`config.mk`:
```
export PLATFORM = sky130hd
export DESIGN_NAME = sync_fifo_write_arbiter_flat
export DESIGN_NICKNAME = d
export VERILOG_FILES = /design/src/rtl/sync_fifo_write_arbiter_pkg.sv /design/src/rtl/sync_fifo_write_arbiter_if.sv /design/src/rtl/sync_fifo_write_arbiter_rr_priority_picker.sv /design/src/rtl/sync_fifo_write_arbiter.sv /design/src/flat_wrapper.sv
export SDC_FILE = /design/constraint.sdc
export NUM_CORES = 1
export LEC_CHECK = 0
export CAP_MARGIN = 15
export CELL_PAD_IN_SITES_DETAIL_PLACEMENT = 2
export CELL_PAD_IN_SITES_GLOBAL_PLACEMENT = 2
export CORE_MARGIN = 10
export CORE_UTILIZATION = 30
export DETAILED_ROUTE_END_ITERATION = 16
export DONT_BUFFER_PORTS = 1
export PLACE_DENSITY = 0.78
export REMOVE_ABC_BUFFERS = 1
export SLEW_MARGIN = 30
export SYNTH_ARGS = -nofsm -noshare
export SYNTH_HDL_FRONTEND = slang
export SYNTH_SLANG_ARGS = --single-unit
```
`constraint.sdc`:
```
create_clock -name clk_i -period 3.95 [get_ports clk_i]
set_input_delay 0.79 -clock clk_i [delete_from_list [all_inputs] [get_ports clk_i]]
set_output_delay 0.79 -clock clk_i [all_outputs]
set_load 0.01 [all_outputs]
```
`src/rtl/sync_fifo_write_arbiter_pkg.sv`:
```
// Shared types and helpers for the FIFO write-port arbiter and its picker.
package fifo_arb_pkg;

  typedef enum logic [0:0] {
    IDLE  = 1'b0,
    BURST = 1'b1
  } arb_state_t;

  // Binary index width; a single producer still needs one bit.
  function automatic int idx_width(input int n);
    return (n <= 1) ? 1 : $clog2(n);
  endfunction

endpackage

```
`src/rtl/sync_fifo_write_arbiter_if.sv`:
```
// Producer handshake plus FIFO write port, named from the arbiter's side.
interface sync_fifo_write_arbiter_if #(
  parameter int N_REQ      = 4,
  parameter int DATA_WIDTH = 32
);
  logic [N_REQ-1:0]            req_i;
  logic [N_REQ*DATA_WIDTH-1:0] data_i;
  logic [N_REQ-1:0]            last_i;
  logic [N_REQ-1:0]            ack_o;
  logic                        fifo_full_i;
  logic                        fifo_write_o;
  logic [DATA_WIDTH-1:0]       fifo_wr_data_o;

  // Producers and FIFO side
  modport master (
    output req_i, data_i, last_i, fifo_full_i,
    input  ack_o, fifo_write_o, fifo_wr_data_o
  );

  // Arbiter side
  modport slave (
    input  req_i, data_i, last_i, fifo_full_i,
    output ack_o, fifo_write_o, fifo_wr_data_o
  );
endinterface

```
`src/rtl/sync_fifo_write_arbiter_rr_priority_picker.sv`:
```
// Combinational round-robin picker: first set request at or after the pointer,
// searching cyclically upward.
module rr_priority_picker
  import fifo_arb_pkg::*;
#(
  parameter int N     = 4,
  parameter int IDX_W = idx_width(N)
) (
  input  logic [N-1:0]     req_i,
  input  logic [IDX_W-1:0] ptr_i,
  output logic [N-1:0]     grant_o,
  output logic [IDX_W-1:0] idx_o,
  output logic             valid_o
);

  int cand;
  int raw;

  // Cyclic scan from the pointer; the first hit wins.
  always_comb begin
    grant_o = '0;
    idx_o   = '0;
    valid_o = 1'b0;
    cand    = 0;
    raw     = 0;
    for (int i = 0; i < N; i++) begin
      raw  = int'(ptr_i) + i;
      cand = (raw >= N) ? (raw - N) : raw;
      if (!valid_o && req_i[cand]) begin
        valid_o       = 1'b1;
        idx_o         = IDX_W'(cand);
        grant_o[cand] = 1'b1;
      end else begin
        valid_o = valid_o;
      end
    end
  end

endmodule

```
`src/rtl/sync_fifo_write_arbiter.sv`:
```
// Round-robin burst arbiter sharing one FIFO write port between N_REQ producers.
module sync_fifo_write_arbiter
  import fifo_arb_pkg::*;
#(
  parameter int N_REQ      = 4,
  parameter int DATA_WIDTH = 32,
  parameter int MAX_BURST  = 8
) (
  input  logic                          clk_i,
  input  logic                          rst_i,
  sync_fifo_write_arbiter_if.slave      bus,
  output logic [N_REQ-1:0]              grant_o,
  output logic [idx_width(N_REQ)-1:0]   owner_o,
  output logic                          busy_o
);

  localparam int                IDX_W    = idx_width(N_REQ);
  localparam int                CNT_W    = $clog2(MAX_BURST + 1);
  localparam logic [CNT_W-1:0]  CNT_MAX  = CNT_W'(MAX_BURST);
  localparam logic [IDX_W-1:0]  IDX_LAST = IDX_W'(N_REQ - 1);

  arb_state_t        state_q, state_d;
  logic [IDX_W-1:0]  ptr_q, ptr_d;
  logic [IDX_W-1:0]  owner_q, owner_d;
  logic [CNT_W-1:0]  cnt_q, cnt_d;
  logic [N_REQ-1:0]  grant_q, grant_d;

  logic [N_REQ-1:0]      pick_grant_s;
  logic [IDX_W-1:0]      pick_idx_s;
  logic                  pick_valid_s;
  logic                  own_req_s;
  logic                  own_last_s;
  logic                  xfer_s;
  logic                  cnt_hit_s;
  logic [CNT_W-1:0]      cnt_inc_s;
  logic [DATA_WIDTH-1:0] own_data_s;
  logic [N_REQ-1:0]      ack_s;
  logic                  write_s;
  logic [DATA_WIDTH-1:0] wdata_s;

  rr_priority_picker #(
    .N     (N_REQ),
    .IDX_W (IDX_W)
  ) u_picker (
    .req_i   (bus.req_i),
    .ptr_i   (ptr_q),
    .grant_o (pick_grant_s),
    .idx_o   (pick_idx_s),
    .valid_o (pick_valid_s)
  );

  assign own_req_s  = bus.req_i[owner_q];
  assign own_last_s = bus.last_i[owner_q];
  assign own_data_s = bus.data_i[int'(owner_q)*DATA_WIDTH +: DATA_WIDTH];
  // Reset gates the write so an abandoned burst never lands a word.
  assign xfer_s     = (state_q == BURST) && own_req_s && !bus.fifo_full_i && !rst_i;
  assign cnt_inc_s  = cnt_q + CNT_W'(1);
  assign cnt_hit_s  = (cnt_inc_s == CNT_MAX);

  // State register
  always_ff @(posedge clk_i) begin
    if (rst_i) begin
      state_q <= IDLE;
      ptr_q   <= '0;
      owner_q <= '0;
      cnt_q   <= '0;
      grant_q <= '0;
    end else begin
      state_q <= state_d;
      ptr_q   <= ptr_d;
      owner_q <= owner_d;
      cnt_q   <= cnt_d;
      grant_q <= grant_d;
    end
  end

  // Next-state logic
  always_comb begin
    state_d = state_q;
    ptr_d   = ptr_q;
    owner_d = owner_q;
    cnt_d   = cnt_q;
    grant_d = grant_q;
    case (state_q)
      IDLE: begin
        if (pick_valid_s) begin
          state_d = BURST;
          owner_d = pick_idx_s;
          grant_d = pick_grant_s;
          cnt_d   = '0;
        end else begin
          state_d = IDLE;
        end
      end
      BURST: begin
        cnt_d = xfer_s ? cnt_inc_s : cnt_q;
        if (!own_req_s || (xfer_s && (own_last_s || cnt_hit_s))) begin
          state_d = IDLE;
          grant_d = '0;
          cnt_d   = '0;
          ptr_d   = (owner_q == IDX_LAST) ? '0 : owner_q + IDX_W'(1);
        end else begin
          state_d = BURST;
        end
      end
      default: begin
        state_d = IDLE;
        grant_d = '0;
        cnt_d   = '0;
      end
    endcase
  end

  // Output logic
  always_comb begin
    ack_s   = '0;
    write_s = 1'b0;
    wdata_s = '0;
    if (state_q == BURST) begin
      wdata_s = own_data_s;
      if (xfer_s) begin
        ack_s[owner_q] = 1'b1;
        write_s        = 1'b1;
      end else begin
        write_s = 1'b0;
      end
    end else begin
      wdata_s = '0;
    end
  end

  assign bus.ack_o          = ack_s;
  assign bus.fifo_write_o   = write_s;
  assign bus.fifo_wr_data_o = wdata_s;
  assign grant_o            = grant_q;
  assign owner_o            = owner_q;
  assign busy_o             = (state_q == BURST);

endmodule

```
`src/flat_wrapper.sv`:
```
// flat-port wrapper written by rule: the top's interface ports become plain ports
module sync_fifo_write_arbiter_flat import fifo_arb_pkg::*;
#(
  parameter int N_REQ      = 4,
  parameter int DATA_WIDTH = 32,
  parameter int MAX_BURST  = 8
)
  (clk_i, rst_i, grant_o, owner_o, busy_o, bus_req_i, bus_data_i, bus_last_i, bus_fifo_full_i, bus_ack_o, bus_fifo_write_o, bus_fifo_wr_data_o);
  sync_fifo_write_arbiter_if #(.N_REQ(N_REQ), .DATA_WIDTH(DATA_WIDTH)) bus_i ();
  input  logic clk_i;
  input  logic rst_i;
  output logic [N_REQ-1:0] grant_o;
  output logic [idx_width(N_REQ)-1:0] owner_o;
  output logic busy_o;
  input wire logic [$bits(bus_i.req_i)-1:0] bus_req_i;
  input wire logic [$bits(bus_i.data_i)-1:0] bus_data_i;
  input wire logic [$bits(bus_i.last_i)-1:0] bus_last_i;
  input wire logic [$bits(bus_i.fifo_full_i)-1:0] bus_fifo_full_i;
  output wire logic [$bits(bus_i.ack_o)-1:0] bus_ack_o;
  output wire logic [$bits(bus_i.fifo_write_o)-1:0] bus_fifo_write_o;
  output wire logic [$bits(bus_i.fifo_wr_data_o)-1:0] bus_fifo_wr_data_o;
  assign bus_i.req_i = bus_req_i;
  assign bus_i.data_i = bus_data_i;
  assign bus_i.last_i = bus_last_i;
  assign bus_i.fifo_full_i = bus_fifo_full_i;
  assign bus_ack_o = bus_i.ack_o;
  assign bus_fifo_write_o = bus_i.fifo_write_o;
  assign bus_fifo_wr_data_o = bus_i.fifo_wr_data_o;
  sync_fifo_write_arbiter #(.N_REQ(N_REQ), .DATA_WIDTH(DATA_WIDTH), .MAX_BURST(MAX_BURST)) u_core (.clk_i(clk_i), .rst_i(rst_i), .bus(bus_i), .grant_o(grant_o), .owner_o(owner_o), .busy_o(busy_o));
endmodule
```
==> results.cfg, run 1 <==
[power_and_ir_drop]
comb_power_share = 0.636
pwr-share-seq = 0.207
power.switching_uw = 348
p_int_uw = 450
p_per_area_nw_per_um2 = 336
swShare = 0.436
worst_ir_drop_vdd_mv = 0.150
p_clk_frac = 0.158
p_leak_nw = 0.766

[clocking]
cts_buffers = 3
clockRootBuffer = clkbuf_8
ctsHoldBuffers = 0
clock-sinks = 13
cts_tree = built
clk_path_buf_depth = 2
clock_latency_ps = 250
cts_resized = 0
post-cts-setup-buffers = 0
clk_pin_slew_ps = 60
cts_htree_levels = 1

[cells_and_area]
nets = 375
drive_gt1_frac = 0.236
fill_cells = 831
area_growth_pct = 5.10
n_antenna_cell = 0

[drt]
antenna_left = 0
post-route-drc-count = 0
routed_wl_mm = 9.88
viasPerCell = 6.28
drt-initial-drc-count = 83
route.detailed.wl_per_inst_um = 30.5
first_pass_iters = 4
vias = 2036

[setup_path]
crit_family = simple AND/OR/NAND/NOR gates
cp_cell_sequence = mux4_2 -> nand2_1 -> nor3_2 -> and2_1
path_class = in -> out
path_buf_inv = 0
regToRegSetupSlack_ps = 1220
cp_max_fo = 13
cp-start-kind = input port
cp-end-kind = primary output
slowest_delay_ps = 530
cp_slowest_cell = nor3_2
required_ps = 3160
crit_arrival_ps = 2030

[status]
status = finished clean

[run]
max_cap_viol_count = 0

[sta]
period_minus_slack_ps = 2820
final_hold_viol_count = 0
finClkSkew_ps = 1.68
min_period_over_period = 0.713
setup_violations = 0
tns_ps = 0
slew_headroom = 0.407
slew_violations = 0
whs_ps = 535
fmax_mhz = 355
tightest_slew_ps = 881
rsz0062_at_grt = no

[grt]
grt_pass1_wl_mm = 14.8
grt_pass1_vias = 2204
grt.total_usage = 0.163
overflow = 0
antenna_found_initial = 0
grt_max_degree = 44

[floorplanning]
fp-row-count = 31
io-pin-count = 183
start_util = 0.310
die_x_um = 107
die_y_um = 107
die_area_um2 = 11400
fp.coreArea_um2 = 7290

[yosys]
synth-edff-count = 0
yosysWarningCount = 0
synthCells = 237
ys_seq_area_frac = 0.115
yosys_register_bits = 13
synthFlopType = dfxtp_1
yosysUniqueCellTypes = 43
syn_avg_cell_area_um2 = 9.52
ys_async_sr_fraction = 0
netlist_area_um2 = 2260

[hold_path]
hold_class = reg -> reg

[place]
hpwl_mm = 8.34
numPortBuffers = 0
gp_congestion = 0.800
[worst reg2reg max path, delay by kind of cell (launching register included)]
family,cells,cell delay [ps]
AO/OA/AOI/OAI,4,900
adder cells (fa/ha/maj),1,520
AND/OR/NAND/NOR,1,500
buffers and inverters,2,430
flip-flops,1,310
[cell usage after synthesis (4+ instances only)]
master,number,area [um2]
o211ai_1,6,45.0
a221o_1,5,50.1
nor3_1,6,30.0
o21ai_0,18,90.1
ha_1,10,125
a21oi_1,12,60.1
inv_1,5,18.8
nor2_1,12,45.0
a31oi_1,5,31.3
mux4_2,35,788
mux2i_1,4,40.0
dfxtp_1,13,260
clkbuf_1,13,48.8
nand2_1,11,41.3
buf_2,4,20.0
nand3_1,4,20.0
and2_1,38,238
[cell usage in the layout, fill, tap and decap left out, drive strengths merged, types with 3 or more instances in the layout]
cell	netlist	layout
nand2	11	11
a31oi	5	5
buf	7	4
o211ai	6	6
nand3	4	4
clkbuf	13	3
nor4	3	3
o21ai	18	18
a221o	5	5
inv	6	6
dfxtp	13	13
or3	3	3
nor3	7	7
mux2i	4	4
nor2	12	12
a21oi	12	12
ha	10	10
mux4	36	36
and2	38	38
[metrics by stage]
step                      instance area [um2]  std cells  power [mW]  setup slack, ps   util
after CTS                                2370        324       0.808             1090  0.325
after detailed placement                 2330        320       0.680             1090  0.319
after global routing                     2370        324       0.863              977  0.325
after floorplan                          2170        217       0.570              234      -
final                                    2370        324       0.797             1130  0.325
after global placement                   2330        320       0.660             1120  0.319
[flip-flops by register name, summed over array words and instances, names as in the netlist]
register / flops
u_core.owner_o: 2
u_core.cnt_q: 4
u_core.busy_o: 1
u_core.ptr_q: 2
u_core.grant_o: 4
[final timing paths]
kind                                      from  depth (start not counted)                              to
hold reg to reg   u_core.cnt_q[3]$_SDFFE_PP0P_                          1    u_core.cnt_q[3]$_SDFFE_PP0P_
setup / recovery                  bus_req_i[1]                          4                    bus_ack_o[1]
hold / removal    u_core.cnt_q[3]$_SDFFE_PP0P_                          1    u_core.cnt_q[3]$_SDFFE_PP0P_
setup reg to reg  u_core.ptr_q[0]$_SDFFE_PP0P_                          8  u_core.grant_o[2]$_SDFFE_PP0P_
[cells by family after synthesis]
kind of cell    after synthesis  share of synthesized area
compound gates               55                      0.161
flops                        13                      0.115
simple gates                 91                      0.231
buf+inv                      26                     0.0488
mux                          42                      0.389
fa+ha+maj                    10                     0.0554
[routing by layer]
metal | vias to the layer above | share of wire | GRT usage
li1 | 901 | - | -
met1 | 1039 | 0.40 | 0.197
met2 | 90 | 0.51 | 0.291
met3 | 6 | 0.077 | 0.0437
met4 | 0 | 0.0084 | 0.0174
met5 | - | 0 | 0
[layout make-up]
cell class                      instances  area [um2]  area share
Clock inverter                          1        5.00     0.00211
Timing Repair Buffer                    4        30.0      0.0127
Inverter                                6        22.5     0.00949
Multi-Input combinational cell        198        1890       0.795
Sequential cell                        13         263       0.111
Tap cell                               99         124      0.0522
Clock buffer                            3        41.3      0.0174
[power by group through the flow]
| stage | Sequential [mW] | Clock, mW | Combinational [mW] |
|---|---|---|---|
| 2_1_floorplan | 0.225 | 0 | 0.345 |
| 3_3_place_gp | 0.168 | 0 | 0.492 |
| 3_5_place_dp | 0.168 | 0 | 0.512 |
| 4_1_cts | 0.165 | 0.129 | 0.514 |
| 5_1_grt | 0.167 | 0.135 | 0.561 |
| 6_report | 0.165 | 0.126 | 0.507 |
Power figures use the tool's default switching activity.
==> run 2, diff against run 1 <==
--- a/config.mk
+++ b/config.mk
@@ -12,7 +12,7 @@
 export CORE_UTILIZATION = 30
 export DETAILED_ROUTE_END_ITERATION = 16
 export DONT_BUFFER_PORTS = 1
-export PLACE_DENSITY = 0.78
+export PLACE_DENSITY = 0.81
 export REMOVE_ABC_BUFFERS = 1
 export SLEW_MARGIN = 30
 export SYNTH_ARGS = -nofsm -noshare
==> constraint.sdc (replaced) <==
create_clock -name clk_i -period 2.4 [get_ports clk_i]
set_input_delay 0.48 -clock clk_i [delete_from_list [all_inputs] [get_ports clk_i]]
set_output_delay 0.48 -clock clk_i [all_outputs]
set_load 0.01 [all_outputs]
==> run 2 against run 1 <==
Compared with the run above: clock-buffer cell count grew 1; critical path depth stayed put; first-iteration DRC count rose by 16%; clock power rose by 61%; largest power group unchanged.
==> results.cfg, run 2 (synthesized netlist as in run 1, its figures left out) <==
[status]
status = finished clean

[sta]
final_hold_viol_count = 0
min_period_over_period = 0.949
fmax_mhz = 439
whs_ps = 297
tns_ps = 0
rsz0062_at_grt = no
slew_headroom = 0.415
layout_setup_ws_ps = 123
slew_violations = 0
setup_violations = 0
period_minus_slack_ps = 2280
finClkSkew_ps = 6.17
tightest_slew_ps = 870

[clocking]
clk_pin_slew_ps = 60
cts_htree_levels = 1
clk_path_buf_depth = 2
cts_tree = built
clock-sinks = 13
cts_buffers = 3
clock_latency_ps = 250
clockRootBuffer = clkbuf_8

[place]
hpwl_mm = 8.31
gp_congestion = 0.774
dp_cells = 325
pre_cts_slack_ps = 166
dpl_cell_area_um2 = 2380
numPortBuffers = 0

[setup_path]
crit_family = multiplexers
cp-end-kind = primary output
cp-start-kind = flip-flop
cp_max_fo = 18
path_buf_inv = 2
cp_slowest_cell = mux4_2
regToRegSetupSlack_ps = 260
reg2regPathDepth = 7
slowest_delay_ps = 500
worstReg2RegEnd = u_core.grant_o[3]$_SDFFE_PP0P_
crit_arrival_ps = 1800
cp.depth = 4
r2r_start = u_core.ptr_q[0]$_SDFFE_PP0P_
path_class = reg -> out
cp_cell_sequence = buf_12 -> buf_6 -> mux4_2 -> and2_1
required_ps = 1920

[floorplanning]
fp-row-count = 31
fp.coreArea_um2 = 7290
io-pin-count = 183
die_area_um2 = 11400
die_y_um = 107
die_x_um = 107
start_util = 0.310

[grt]
overflow = 0
grt_pass1_wl_mm = 14.7
grt.total_usage = 0.161
grt_max_degree = 43
antenna_found_initial = 0
grt_pass1_vias = 2292

[cells_and_area]
fin_cells = 331
nets = 382
area_growth_pct = 9.70
design_area_um2 = 2480
postLayoutCoreUtil = 0.340
fill_cells = 814
drive_gt1_frac = 0.276
layout.cells.most_common_list = 35 x mux4_2, 34 x and2_1, 18 x o21ai_0
multi_input_area_um2 = 1910
final_common_cell = mux4_2
n_antenna_cell = 0
regArea_um2 = 263

[hold_path]
hold_start = rst_i
holdPathEnd = u_core.ptr_q[0]$_SDFFE_PP0P_
hold_class = in -> reg
min_path_cells = 1

[drt]
wl_met3_um = 724
met1Wirelength_mm = 3.86
first_pass_iters = 4
route.detailed.wl_per_inst_um = 29.8
highest_layer = met4
viasPerCell = 6.33
met2_length_mm = 5.19
vias = 2096
routed_wl_mm = 9.88
drt-initial-drc-count = 96
antenna_left = 0
post-route-drc-count = 0

[power_and_ir_drop]
p_per_area_nw_per_um2 = 558
p_leak_nw = 0.817
power.total_mw = 1.38
worst_ir_drop_vdd_mv = 0.142

[run]
max_cap_viol_count = 0
==> run 2: layer usage <==
| metal | GRT usage | vias up |
|---|---|---|
| li1 | - | 920 |
| met1 | 0.183 | 1074 |
| met2 | 0.299 | 94 |
| met3 | 0.0365 | 8 |
| met4 | 0.0348 | 0 |
| met5 | 0 | - |
==> run 2: worst max path at each step <==
stage | startpoint | end | slack (ps)
2_1_floorplan | u_core.owner_o[0]$_SDFFE_PP0P_ | bus_ack_o[0] | -1010
3_3_place_gp | bus_req_i[1] | bus_ack_o[3] | 210
3_5_place_dp | bus_req_i[1] | bus_ack_o[2] | 170
4_1_cts | u_core.owner_o[0]$_SDFFE_PP0P_ | bus_fifo_wr_data_o[20] | 20
5_1_grt | u_core.owner_o[0]$_SDFFE_PP0P_ | bus_ack_o[2] | 30
6_report | u_core.owner_o[0]$_SDFFE_PP0P_ | bus_fifo_wr_data_o[7] | 120
==> run 2: final cells by class <==
cell class              instances  share of cell area
clock buffers                   4              0.0182
inverters                       6             0.00910
repair buffers                 11              0.0470
multi-input cells             198               0.770
well taps                      99              0.0500
flip-flops and latches         13               0.106
==> run 2: timing repair <==
item | CTS | global route
hold buffers | 0 | 0
setup endpoints to repair | 4 | 8
buffers inserted | 0 | 1
cloned | 0 | 1
pin swaps | 0 | 2
gates resized for setup | 1 | 6
==> run 2: report_power, final <==
part | leakage [nW] | internal (mW) | switching (mW)
Sequential | 0.107 | 0.244 | 0.0312
Combinational | 0.688 | 0.433 | 0.472
Clock | 0.0228 | 0.118 | 0.0856
==> run 2: worst reg2reg max path: cells and delay by family (launching register included) <==
family	cells	cell delay, ps
AO/OA/AOI/OAI	4	900
flip-flops	1	350
adder cells (fa/ha/maj)	1	310
AND/OR/NAND/NOR	1	450
buffers and inverters	1	60
==> run 3, diff against run 2 <==
--- a/config.mk
+++ b/config.mk
@@ -14,7 +14,7 @@
 export DONT_BUFFER_PORTS = 1
 export PLACE_DENSITY = 0.81
 export REMOVE_ABC_BUFFERS = 1
-export SLEW_MARGIN = 30
+export SLEW_MARGIN = 20
 export SYNTH_ARGS = -nofsm -noshare
 export SYNTH_HDL_FRONTEND = slang
 export SYNTH_SLANG_ARGS = --single-unit
==> results of run 3 <==
Final layout, timing and power as in run 2 (identical DEF).
